--- src/rtl/mem_trace_monitor_if.sv ---
// Trace read port of mem_trace_monitor: first-word-fall-through head entry plus pop strobe.
// The monitor drives the head (master); the host or bench consumes it (slave).
interface mem_trace_monitor_if #(
   parameter int unsigned PC_W   = 16,
   parameter int unsigned ADDR_W = 16,
   parameter int unsigned DATA_W = 16,
   parameter int unsigned DEPTH  = 16
);
   localparam int unsigned CNT_W = $clog2(DEPTH + 1);

   logic              tr_rd_en;
   logic              tr_valid;
   logic [PC_W-1:0]   tr_pc;
   logic [ADDR_W-1:0] tr_addr;
   logic [DATA_W-1:0] tr_data;
   logic [CNT_W-1:0]  tr_count;

   modport master (
      input  tr_rd_en,
      output tr_valid, tr_pc, tr_addr, tr_data, tr_count
   );

   modport slave (
      output tr_rd_en,
      input  tr_valid, tr_pc, tr_addr, tr_data, tr_count
   );
endinterface

--- src/rtl/mem_trace_monitor.sv ---
// Run monitor for the 16-bit CPU: traces data-memory writes into a FIFO, detects the halt
// instruction at writeback, drains for DRAIN_CYCLES, then freezes with done raised.
module mem_trace_monitor #(
   parameter int unsigned         DATA_W       = 16,
   parameter int unsigned         ADDR_W       = 16,
   parameter int unsigned         PC_W         = 16,
   parameter int unsigned         INSTR_W      = 16,
   parameter int unsigned         DEPTH        = 16,
   parameter logic [INSTR_W-1:0]  HALT_INSTR   = 'hF000,
   parameter int unsigned         DRAIN_CYCLES = 1,
   parameter int unsigned         CAPTURE_RMW  = 0,
   parameter int unsigned         CYC_W        = 32
) (
   input  logic                   clk,
   input  logic                   rst,
   input  logic                   wb_valid,
   input  logic [INSTR_W-1:0]     wb_instr,
   input  logic [PC_W-1:0]        id_pc,
   input  logic                   dm_we,
   input  logic                   dm_re,
   input  logic [ADDR_W-1:0]      dm_addr,
   input  logic [DATA_W-1:0]      dm_out,
   mem_trace_monitor_if.master    trace,
   output logic                   overflow,
   output logic [15:0]            drop_cnt,
   output logic                   halt_seen,
   output logic                   done,
   output logic [CYC_W-1:0]       cyc_cnt
);
   localparam int unsigned PTR_W = $clog2(DEPTH);
   localparam int unsigned CNT_W = $clog2(DEPTH + 1);
   localparam int unsigned DRN_W = (DRAIN_CYCLES < 2) ? 1 : $clog2(DRAIN_CYCLES + 1);
   localparam int unsigned ENT_W = PC_W + ADDR_W + DATA_W;

   typedef enum logic [1:0] {StRun, StDrain, StDone} state_e;

   state_e             state_q, state_d;
   logic [DRN_W-1:0]   drain_q, drain_d;
   logic               halt_seen_q, halt_seen_d;
   logic [CYC_W-1:0]   cyc_q;

   logic [ENT_W-1:0]   mem_q [DEPTH];
   logic [PTR_W-1:0]   wr_ptr_q, rd_ptr_q;
   logic [CNT_W-1:0]   count_q;
   logic               overflow_q;
   logic [15:0]        drop_q;

   logic halt_det, running, cap, empty, full, push, pop, drop;
   logic [ENT_W-1:0] head;

   assign halt_det = wb_valid && (wb_instr == HALT_INSTR);
   assign running  = (state_q != StDone);

   always_comb begin
      state_d     = state_q;
      drain_d     = drain_q;
      halt_seen_d = 1'b0;
      unique case (state_q)
         StRun: begin
            if (halt_det) begin
               halt_seen_d = 1'b1;
               drain_d     = DRN_W'(DRAIN_CYCLES);
               state_d     = (DRAIN_CYCLES == 0) ? StDone : StDrain;
            end
         end
         StDrain: begin
            if (drain_q <= DRN_W'(1)) state_d = StDone;
            else                      drain_d = drain_q - DRN_W'(1);
         end
         StDone:  state_d = StDone;
         default: state_d = StRun;
      endcase
   end

   always_ff @(posedge clk) begin
      if (rst) begin
         state_q     <= StRun;
         drain_q     <= '0;
         halt_seen_q <= 1'b0;
         cyc_q       <= '0;
      end else begin
         state_q     <= state_d;
         drain_q     <= drain_d;
         halt_seen_q <= halt_seen_d;
         if (running && (cyc_q != '1)) cyc_q <= cyc_q + CYC_W'(1);
      end
   end

   // A pop at full frees the slot the simultaneous push needs, so nothing is dropped.
   assign cap   = dm_we && (!dm_re || (CAPTURE_RMW != 0)) && running;
   assign empty = (count_q == '0);
   assign full  = (count_q == CNT_W'(DEPTH));
   assign pop   = trace.tr_rd_en && !empty;
   assign push  = cap && (!full || pop);
   assign drop  = cap && full && !pop;

   always_ff @(posedge clk) begin
      if (push) mem_q[wr_ptr_q] <= {id_pc, dm_addr, dm_out};
   end

   always_ff @(posedge clk) begin
      if (rst) begin
         wr_ptr_q   <= '0;
         rd_ptr_q   <= '0;
         count_q    <= '0;
         overflow_q <= 1'b0;
         drop_q     <= '0;
      end else begin
         if (push) wr_ptr_q <= wr_ptr_q + PTR_W'(1);
         if (pop)  rd_ptr_q <= rd_ptr_q + PTR_W'(1);
         case ({push, pop})
            2'b10:   count_q <= count_q + CNT_W'(1);
            2'b01:   count_q <= count_q - CNT_W'(1);
            default: count_q <= count_q;
         endcase
         if (drop) begin
            overflow_q <= 1'b1;
            if (drop_q != 16'hFFFF) drop_q <= drop_q + 16'd1;
         end
      end
   end

   assign head           = empty ? '0 : mem_q[rd_ptr_q];
   assign trace.tr_valid = !empty;
   assign trace.tr_pc    = head[ENT_W-1 -: PC_W];
   assign trace.tr_addr  = head[DATA_W +: ADDR_W];
   assign trace.tr_data  = head[DATA_W-1:0];
   assign trace.tr_count = count_q;

   assign overflow  = overflow_q;
   assign drop_cnt  = drop_q;
   assign halt_seen = halt_seen_q;
   assign done      = (state_q == StDone);
   assign cyc_cnt   = cyc_q;
endmodule
--- src/flat_wrapper.sv ---
// flat-port wrapper written by rule: the top's interface ports become plain ports
module mem_trace_monitor_flat 
#(
   parameter int unsigned         DATA_W       = 16,
   parameter int unsigned         ADDR_W       = 16,
   parameter int unsigned         PC_W         = 16,
   parameter int unsigned         INSTR_W      = 16,
   parameter int unsigned         DEPTH        = 16,
   parameter logic [INSTR_W-1:0]  HALT_INSTR   = 'hF000,
   parameter int unsigned         DRAIN_CYCLES = 1,
   parameter int unsigned         CAPTURE_RMW  = 0,
   parameter int unsigned         CYC_W        = 32
)
  (clk, rst, wb_valid, wb_instr, id_pc, dm_we, dm_re, dm_addr, dm_out, overflow, drop_cnt, halt_seen, done, cyc_cnt, trace_tr_rd_en, trace_tr_valid, trace_tr_pc, trace_tr_addr, trace_tr_data, trace_tr_count);
  mem_trace_monitor_if #(.PC_W(PC_W), .ADDR_W(ADDR_W), .DATA_W(DATA_W), .DEPTH(DEPTH)) trace_i ();
  input  logic clk;
  input  logic rst;
  input  logic wb_valid;
  input  logic [INSTR_W-1:0] wb_instr;
  input  logic [PC_W-1:0] id_pc;
  input  logic dm_we;
  input  logic dm_re;
  input  logic [ADDR_W-1:0] dm_addr;
  input  logic [DATA_W-1:0] dm_out;
  output logic overflow;
  output logic [15:0] drop_cnt;
  output logic halt_seen;
  output logic done;
  output logic [CYC_W-1:0] cyc_cnt;
  input wire logic [$bits(trace_i.tr_rd_en)-1:0] trace_tr_rd_en;
  output wire logic [$bits(trace_i.tr_valid)-1:0] trace_tr_valid;
  output wire logic [$bits(trace_i.tr_pc)-1:0] trace_tr_pc;
  output wire logic [$bits(trace_i.tr_addr)-1:0] trace_tr_addr;
  output wire logic [$bits(trace_i.tr_data)-1:0] trace_tr_data;
  output wire logic [$bits(trace_i.tr_count)-1:0] trace_tr_count;
  assign trace_i.tr_rd_en = trace_tr_rd_en;
  assign trace_tr_valid = trace_i.tr_valid;
  assign trace_tr_pc = trace_i.tr_pc;
  assign trace_tr_addr = trace_i.tr_addr;
  assign trace_tr_data = trace_i.tr_data;
  assign trace_tr_count = trace_i.tr_count;
  mem_trace_monitor #(.DATA_W(DATA_W), .ADDR_W(ADDR_W), .PC_W(PC_W), .INSTR_W(INSTR_W), .DEPTH(DEPTH), .HALT_INSTR(HALT_INSTR), .DRAIN_CYCLES(DRAIN_CYCLES), .CAPTURE_RMW(CAPTURE_RMW), .CYC_W(CYC_W)) u_core (.clk(clk), .rst(rst), .wb_valid(wb_valid), .wb_instr(wb_instr), .id_pc(id_pc), .dm_we(dm_we), .dm_re(dm_re), .dm_addr(dm_addr), .dm_out(dm_out), .trace(trace_i), .overflow(overflow), .drop_cnt(drop_cnt), .halt_seen(halt_seen), .done(done), .cyc_cnt(cyc_cnt));
endmodule
--- config.mk ---
export PLATFORM = sky130hd
export DESIGN_NAME = mem_trace_monitor_flat
export DESIGN_NICKNAME = d
export VERILOG_FILES = /design/src/rtl/mem_trace_monitor_if.sv /design/src/rtl/mem_trace_monitor.sv /design/src/flat_wrapper.sv
export SDC_FILE = /design/constraint.sdc
export NUM_CORES = 1
export LEC_CHECK = 0
export ABC_CLOCK_PERIOD_IN_PS = 7100
export CAP_MARGIN = 30
export CORE_MARGIN = 2
export CORE_UTILIZATION = 45
export CTS_CLUSTER_DIAMETER = 200
export DETAILED_ROUTE_END_ITERATION = 12
export GPL_ROUTABILITY_DRIVEN = 0
export HOLD_SLACK_MARGIN = 0.02
export PLACE_DENSITY = 0.72
export SETUP_SLACK_MARGIN = 0.02
export SYNTH_ARGS = -nofsm -noshare
export SYNTH_HDL_FRONTEND = slang
export SYNTH_SLANG_ARGS = --single-unit
export TNS_END_PERCENT = 20
--- constraint.sdc ---
create_clock -name clk -period 7.1 [get_ports clk]
set_input_delay 1.42 -clock clk [delete_from_list [all_inputs] [get_ports clk]]
set_output_delay 1.42 -clock clk [all_outputs]
set_load 0.05 [all_outputs]
==> flow_metrics.env, run 1 <==
export IMPL_status="complete, no violations"
export IMPL_finalNonFillerCells=2817
export IMPL_final_hold_viol_count=0
export IMPL_tritoncts_num_buffers=85
export IMPL_cpMaxStageDelayCell="sky130_fd_sc_hd__dfxtp_4"
export IMPL_period_share_pct=75.5
export IMPL_placedCellCount=2663
export IMPL_design_power_total_mw=13.3
export IMPL_drt_pass1_iter_count=5
export IMPL_crit_path_start_kind="flip-flop"
export IMPL_avgRoutedWirePerCell_um=25.5
export IMPL_numPortBuffers=174
export IMPL_hpwlAfterDp_um=40600
export IMPL_netlist_area_sq_um=32500
export IMPL_mostFrequentLayoutCell="sky130_fd_sc_hd__edfxtp_1"
export IMPL_vdd_ir_drop_worst_uv=350
export IMPL_wl_met1_um=30100
export IMPL_synthAdderAreaFrac_pct=0.462
export IMPL_clk_pin_slew_ns=0.06
export IMPL_critPathKind="flip-flop to output pin"
export IMPL_dr_first_iter_drc_count=1572
export IMPL_design_final_nets=1882
export IMPL_gr_total_overflow=0
export IMPL_slew_headroom_pct=32.7
export IMPL_initial_core_util_pct=45.5
export IMPL_critPathRequiredTime_ns=5.68
export IMPL_syn_mean_instance_area_sq_um=20.5
export IMPL_cts_repair_timing_setup_buffer_count=0
export IMPL_syn_to_final_growth_pct=17.7
export IMPL_pwr_density_cell_nw_per_um2=348
export IMPL_ctsLongestPathBuffers=3
export IMPL_min_delay_path_depth=2
export IMPL_end_kind="output pin"
export IMPL_insertion_delay_ns=0.62
export IMPL_number_of_design_rule_violations_left_after_detail_routing=0
export IMPL_synth_xor_area_share_pct=1.08
export IMPL_floorplan_rows=98
export IMPL_critPathMaxStageDelay_ns=0.91
export IMPL_numClockSinks=837
export IMPL_topRoutingLayerUsed="met5"
export IMPL_main_combinational_cell_family_by_area_after_synthesis="multiplexers"
export IMPL_finalCriticalPeriod_ns=5.36
export IMPL_die_width_um=273
export IMPL_floorplan_die_area_sq_um=74400
export IMPL_post_cts_resize_count=0
export IMPL_route_antenna_remaining_nets=0
export IMPL_coreArea_sq_um=71500
export IMPL_max_cap_viol_count=0
export IMPL_cts_root_buffer="sky130_fd_sc_hd__clkbuf_16"
export IMPL_asyncSetResetFlopFracSynth_pct=0
export IMPL_hold_path_class="flip-flop to flip-flop"
export IMPL_path_cells="buf_4 > mux4_2 > mux2i_1 > o22ai_1 > clkdlybuf4s50_1"
export IMPL_cts_hold_buffers=0
export IMPL_htreeDepth=3
export IMPL_grt_max_degree=73
export IMPL_routed_wl_met2_um=35200
export IMPL_yosys_warnings=0
export IMPL_worstMarginPinSlew_ns=1.01
export IMPL_mappedNetlistNets=1672
export IMPL_fin_tns_setup_ns=0
export IMPL_io_pins=175
export IMPL_synth_enable_flop_cells=768
export IMPL_grt_antenna_before_repair=1
export IMPL_drt_wl_total_um=71900
export IMPL_yosys_cell_types_count=55
export IMPL_met3_wirelength_um=5220
export IMPL_synth_compound_gate_area_share_pct=2.35
export IMPL_post_synth_and_or_nand_nor_area_fraction_pct=3.22
export IMPL_synth_main_ff_cell="sky130_fd_sc_hd__edfxtp_1"
export IMPL_grt_use_total_pct=19.3
export IMPL_synth_mux_area_share_pct=16.5
export IMPL_viasPerCell=5.84
export IMPL_insertedDiodeCount=0
export IMPL_p_leak_nw=11.5
export IMPL_tritoncts="built"
export IMPL_synth_seq_cells=837
export IMPL_grt_pass1_wl_um=107000
export IMPL_num_vias=16463
export IMPL_number_of_cell_instances_on_the_worst_register_to_register_path=8
export IMPL_post_route_cells_drive_above_1_share_pct=20.8
export IMPL_worstPathMaxFanout=53
export IMPL_timing_fmax_mhz=187
export IMPL_timing_critical_path_arrival_ns=3.94
export IMPL_mostFrequentLayoutCells="sky130_fd_sc_hd__edfxtp_1 (768), sky130_fd_sc_hd__mux4_2 (192), sky130_fd_sc_hd__clkdlybuf4s50_1 (173), sky130_fd_sc_hd__mux2i_1 (100), sky130_fd_sc_hd__clkbuf_16 (86)"
export IMPL_postSynthCellCount=1590
export IMPL_skew_ns=0.0259
export IMPL_die_y_um=273
export IMPL_grt_setup_unrepaired="no"
export IMPL_finalSetupViolations=0
export IMPL_slew_violations=0
export IMPL_vias_in_the_first_global_route=17021
export IMPL_synth_yosys_seq_area_share_pct=75.2
[path summary, 6_finish.rpt]
kind	startpoint	slack, ns	endpoint
hold reg to reg	u_core.overflow$_SDFFE_PP0P_	0.45	u_core.overflow$_SDFFE_PP0P_
setup / recovery	flip-flop	1.74	trace_tr_data[4]
hold / removal	u_core.overflow$_SDFFE_PP0P_	0.45	u_core.overflow$_SDFFE_PP0P_
setup reg to reg	u_core.state_q[0]$_SDFFE_PP0P_	3.48	u_core.mem_q[6][25]$_DFFE_PP_
[metal layers]
layer  GRT usage, %  up-vias
li1               -     7012
met4           5.45        2
met2           31.6      668
met5              0        -
met1           26.5     8677
met3           3.98      104
[cell families (layout without fill, tap and decap cells)]
kind of cell / count (synthesis) / after routing
flip-flops: 837 / 837
XOR/XNOR: 40 / 40
multiplexers: 295 / 295
buffers and inverters: 95 / 372
AND/OR/NAND/NOR: 197 / 197
AO/OA/AOI/OAI: 114 / 114
adder cells (fa/ha/maj): 12 / 12
[synthesized netlist by cell type, types with 3 or more instances]
master / count / share of area [%]
sky130_fd_sc_hd__a211oi_1: 14 / 0.32
sky130_fd_sc_hd__a21oi_1: 19 / 0.29
sky130_fd_sc_hd__a31o_2: 7 / 0.19
sky130_fd_sc_hd__a31oi_1: 4 / 0.077
sky130_fd_sc_hd__and2_1: 3 / 0.058
sky130_fd_sc_hd__and3_1: 4 / 0.077
sky130_fd_sc_hd__and4_1: 15 / 0.40
sky130_fd_sc_hd__buf_1: 12 / 0.14
sky130_fd_sc_hd__buf_2: 32 / 0.49
sky130_fd_sc_hd__clkbuf_1: 40 / 0.46
sky130_fd_sc_hd__dfxtp_1: 69 / 4.2
sky130_fd_sc_hd__edfxtp_1: 768 / 71
sky130_fd_sc_hd__ha_1: 12 / 0.46
sky130_fd_sc_hd__inv_1: 9 / 0.10
sky130_fd_sc_hd__mux2i_1: 100 / 3.1
sky130_fd_sc_hd__mux4_2: 192 / 13
sky130_fd_sc_hd__nand2_1: 27 / 0.31
sky130_fd_sc_hd__nand2b_1: 4 / 0.077
sky130_fd_sc_hd__nand3_1: 13 / 0.20
sky130_fd_sc_hd__nand4_1: 17 / 0.33
sky130_fd_sc_hd__nor2_1: 72 / 0.83
sky130_fd_sc_hd__nor2b_1: 5 / 0.096
sky130_fd_sc_hd__nor3_1: 13 / 0.20
sky130_fd_sc_hd__nor4_1: 6 / 0.12
sky130_fd_sc_hd__nor4b_1: 3 / 0.081
sky130_fd_sc_hd__o21ai_0: 7 / 0.11
sky130_fd_sc_hd__o22ai_1: 48 / 0.92
sky130_fd_sc_hd__or3_1: 4 / 0.077
sky130_fd_sc_hd__xnor2_1: 30 / 0.81
sky130_fd_sc_hd__xor2_1: 10 / 0.27
[final cells by class]
cell class                 count  area (sq um)
clock inverter                52           546
multi-input combinational    658          7790
clock buffer                 102          2220
sequential                   837         24500
fill                        5357         33200
tap                          950          1190
inverter                       9          33.8
timing repair buffer         209          2040
[critical path: cells and delay by family, from the launching register on]
| kind | cells | cell delay [ns] |
|---|---|---|
| buffers and inverters | 2 | 1.65 |
| DFF | 1 | 0.91 |
| muxes | 2 | 0.40 |
| AOI/OAI and AO/OA | 1 | 0.32 |
[power breakdown]
| part | internal (mW) | switching, mW |
|---|---|---|
| logic | 1.37 | 1.96 |
| clock network | 2.57 | 1.84 |
| registers | 5.44 | 0.123 |
[stage by stage]
stage / area [sq um] / worst slack, ns / util, % / hold WS [ns]
final: 38300 / 1.74 / 53.5 / 0.447
after global routing: 38300 / 1.60 / 53.5 / 0.484
after CTS: 38300 / 1.68 / 53.5 / 0.452
after detailed placement: 35500 / 2.34 / 49.7 / 0.443
after global placement: 35500 / 2.35 / 49.7 / 0.438
after floorplan: 32500 / 0.907 / - / 0.459
[state kept, by name, summed over array words and instances (netlist names), named ones only]
register	flops
u_core.cyc_cnt	32
u_core.mem_q	768
u_core.state_q	2
u_core.trace.tr_count	5
u_core.halt_seen	1
u_core.rd_ptr_q	4
u_core.overflow	1
u_core.drop_cnt	16
u_core.wr_ptr_q	4
Power figures use the tool's default switching activity.
==> run 2: changes to the inputs <==
ABC_CLOCK_PERIOD_IN_PS = 4640   (was 7100)
PLACE_DENSITY = 0.74   (was 0.72)
clock period = 4.64 ns   (was 7.1 ns; I/O delays follow)
==> run 2 against run 1 <==
Via count decreased by 0.79%. Worst hold slack gained 0.0094 ns. Largest power group unchanged. Combinational power rose by 55%. Largest cell class unchanged. Global-route usage increased by 0.051 points. Critical path depth grew 1. Register-to-register slack worse by 1.9 ns. Sequential share of layout area is 0.64 points lower. Power rose by 53%. Wire length about the same.
==> flow_metrics.env, run 2 (same netlist as run 1, synthesis figures left out) <==
export IMPL_status="complete, no violations"
export IMPL_grt_max_degree=66
export IMPL_skew_ns=0.0188
export IMPL_route_antenna_remaining_nets=0
export IMPL_mostFrequentLayoutCells="sky130_fd_sc_hd__edfxtp_1 (768), sky130_fd_sc_hd__mux4_2 (192), sky130_fd_sc_hd__clkdlybuf4s50_1 (173), sky130_fd_sc_hd__mux2i_1 (100), sky130_fd_sc_hd__clkbuf_16 (87)"
export IMPL_pwr_density_cell_nw_per_um2=527
export IMPL_finalSetupViolations=0
export IMPL_ctsLongestPathBuffers=3
export IMPL_worstMarginPinSlew_ns=0.861
export IMPL_initial_core_util_pct=45.5
export IMPL_worstPathMaxFanout=21
export IMPL_end_kind="output pin"
export IMPL_floorplan_rows=98
export IMPL_cts_repair_timing_setup_buffer_count=0
export IMPL_number_of_flip_flops_under_the_largest_register_name=768
export IMPL_die_y_um=273
export IMPL_grt_pass1_wl_um=107000
export IMPL_avgRoutedWirePerCell_um=25.3
export IMPL_timing_critical_path_arrival_ns=3.47
export IMPL_num_vias=16333
export IMPL_coreArea_sq_um=71500
export IMPL_final_hold_viol_count=0
export IMPL_regMostFlops="u_core.mem_q"
export IMPL_floorplan_die_area_sq_um=74400
export IMPL_nFillCells=5341
export IMPL_p_leak_nw=11.7
export IMPL_design_final_nets=1908
export IMPL_drt_pass1_iter_count=5
export IMPL_finalCriticalPeriod_ns=4.40
export IMPL_grt_setup_unrepaired="no"
export IMPL_fin_tns_setup_ns=0
export IMPL_insertion_delay_ns=0.64
export IMPL_hpwlAfterDp_um=40300
export IMPL_number_of_design_rule_violations_left_after_detail_routing=0
export IMPL_viasPerCell=5.74
export IMPL_numPortBuffers=174
export IMPL_min_delay_path_depth=2
export IMPL_max_cap_viol_count=0
export IMPL_drt_wl_total_um=71900
export IMPL_number_of_cell_instances_on_the_worst_register_to_register_path=8
export IMPL_die_width_um=273
export IMPL_crit_path_start_kind="flip-flop"
export IMPL_hold_path_class="flip-flop to flip-flop"
export IMPL_post_route_cells_drive_above_1_share_pct=21.9
export IMPL_vdd_ir_drop_worst_uv=432
export IMPL_clk_pin_slew_ns=0.06
export IMPL_critPathKind="flip-flop to output pin"
export IMPL_pre_cts_ws_ns=0.857
export IMPL_dr_first_iter_drc_count=1469
export IMPL_timing_fmax_mhz=227
export IMPL_vias_in_the_first_global_route=17086
export IMPL_syn_to_final_growth_pct=18.9
export IMPL_gr_total_overflow=0
export IMPL_io_pins=175
export IMPL_critPathRequiredTime_ns=3.71
export IMPL_slew_headroom_pct=42.4
export IMPL_cts_root_buffer="sky130_fd_sc_hd__clkbuf_16"
export IMPL_period_share_pct=94.8
export IMPL_htreeDepth=3
export IMPL_slew_violations=0
export IMPL_final_setup_margin_ns=0.243
export IMPL_final_util_pct=54.1
export IMPL_numClockSinks=837
export IMPL_grt_antenna_before_repair=5
export IMPL_grt_use_total_pct=19.4
export IMPL_tritoncts="built"
export IMPL_tritoncts_num_buffers=86
export IMPL_post_cts_resize_count=0
export IMPL_cts_hold_buffers=0
export IMPL_mostFrequentLayoutCell="sky130_fd_sc_hd__edfxtp_1"
-- run 2: cell count changes in the layout (fill, tap and decap cells not counted), moves of 4 or more --
cell and delta:
sky130_fd_sc_hd__clkinv_1 -5, sky130_fd_sc_hd__buf_12 +14, sky130_fd_sc_hd__buf_4 +11, sky130_fd_sc_hd__clkinv_2 -4, sky130_fd_sc_hd__clkbuf_1 +7
-- run 2: power by group --
group | switching (mW) | internal, mW | leakage [nW]
sequential | 0.140 | 8.33 | 7.48
combinational | 2.99 | 2.16 | 2.89
clock | 2.80 | 3.95 | 1.34
total | 5.93 | 14.4 | 11.7
-- run 2: area by class of cell --
class	instances	area, sq um	share of cell area, %
sequential	837	24500	63.3
timing repair buffer	234	2400	6.21
antenna	2	5.00	0.0129
tap	950	1190	3.07
inverter	9	33.8	0.0874
clock inverter	46	495	1.28
clock buffer	111	2290	5.92
multi-input combinational	658	7790	20.2
-- run 2: path summary, 6_finish.rpt --
kind / start / endpoint / slack (ns)
min: u_core.overflow$_SDFFE_PP0P_ / u_core.overflow$_SDFFE_PP0P_ / 0.46
min reg2reg: u_core.overflow$_SDFFE_PP0P_ / u_core.overflow$_SDFFE_PP0P_ / 0.46
max reg2reg: u_core.state_q[0]$_SDFFE_PP0P_ / u_core.mem_q[15][29]$_DFFE_PP_ / 1.57
max: u_core.trace.tr_count[1]$_SDFFE_PP0P_ / trace_tr_addr[9] / 0.24
-- run 2: layer usage --
layer  wire length [um]  global-route usage, %
met5                 33                      0
met4               1660                   6.12
met3               5030                   3.83
met2              35900                   32.3
met1              29300                   25.9
-- run 2: critical path, stage by stage, from the launching register on --
cell and delay, ns:
sky130_fd_sc_hd__dfxtp_1 0.41, sky130_fd_sc_hd__nor4_4 0.38, sky130_fd_sc_hd__nand2b_1 0.21, sky130_fd_sc_hd__nand2b_2 0.36, sky130_fd_sc_hd__buf_4 0.45, sky130_fd_sc_hd__o22ai_1 0.25, sky130_fd_sc_hd__clkdlybuf4s50_1 0.75
-- run 2: through the flow --
stage                     instance area [sq um]  power [mW]  hold WS [ns]  instances
after floorplan                           32500        12.2         0.459       1590
after global placement                    35900        13.8         0.438       2688
after detailed placement                  35900        13.8         0.445       2688
after CTS                                 38700        20.6         0.457       2845
after global routing                      38700        21.1         0.487       2847
final                                     38700        20.4         0.456       2847
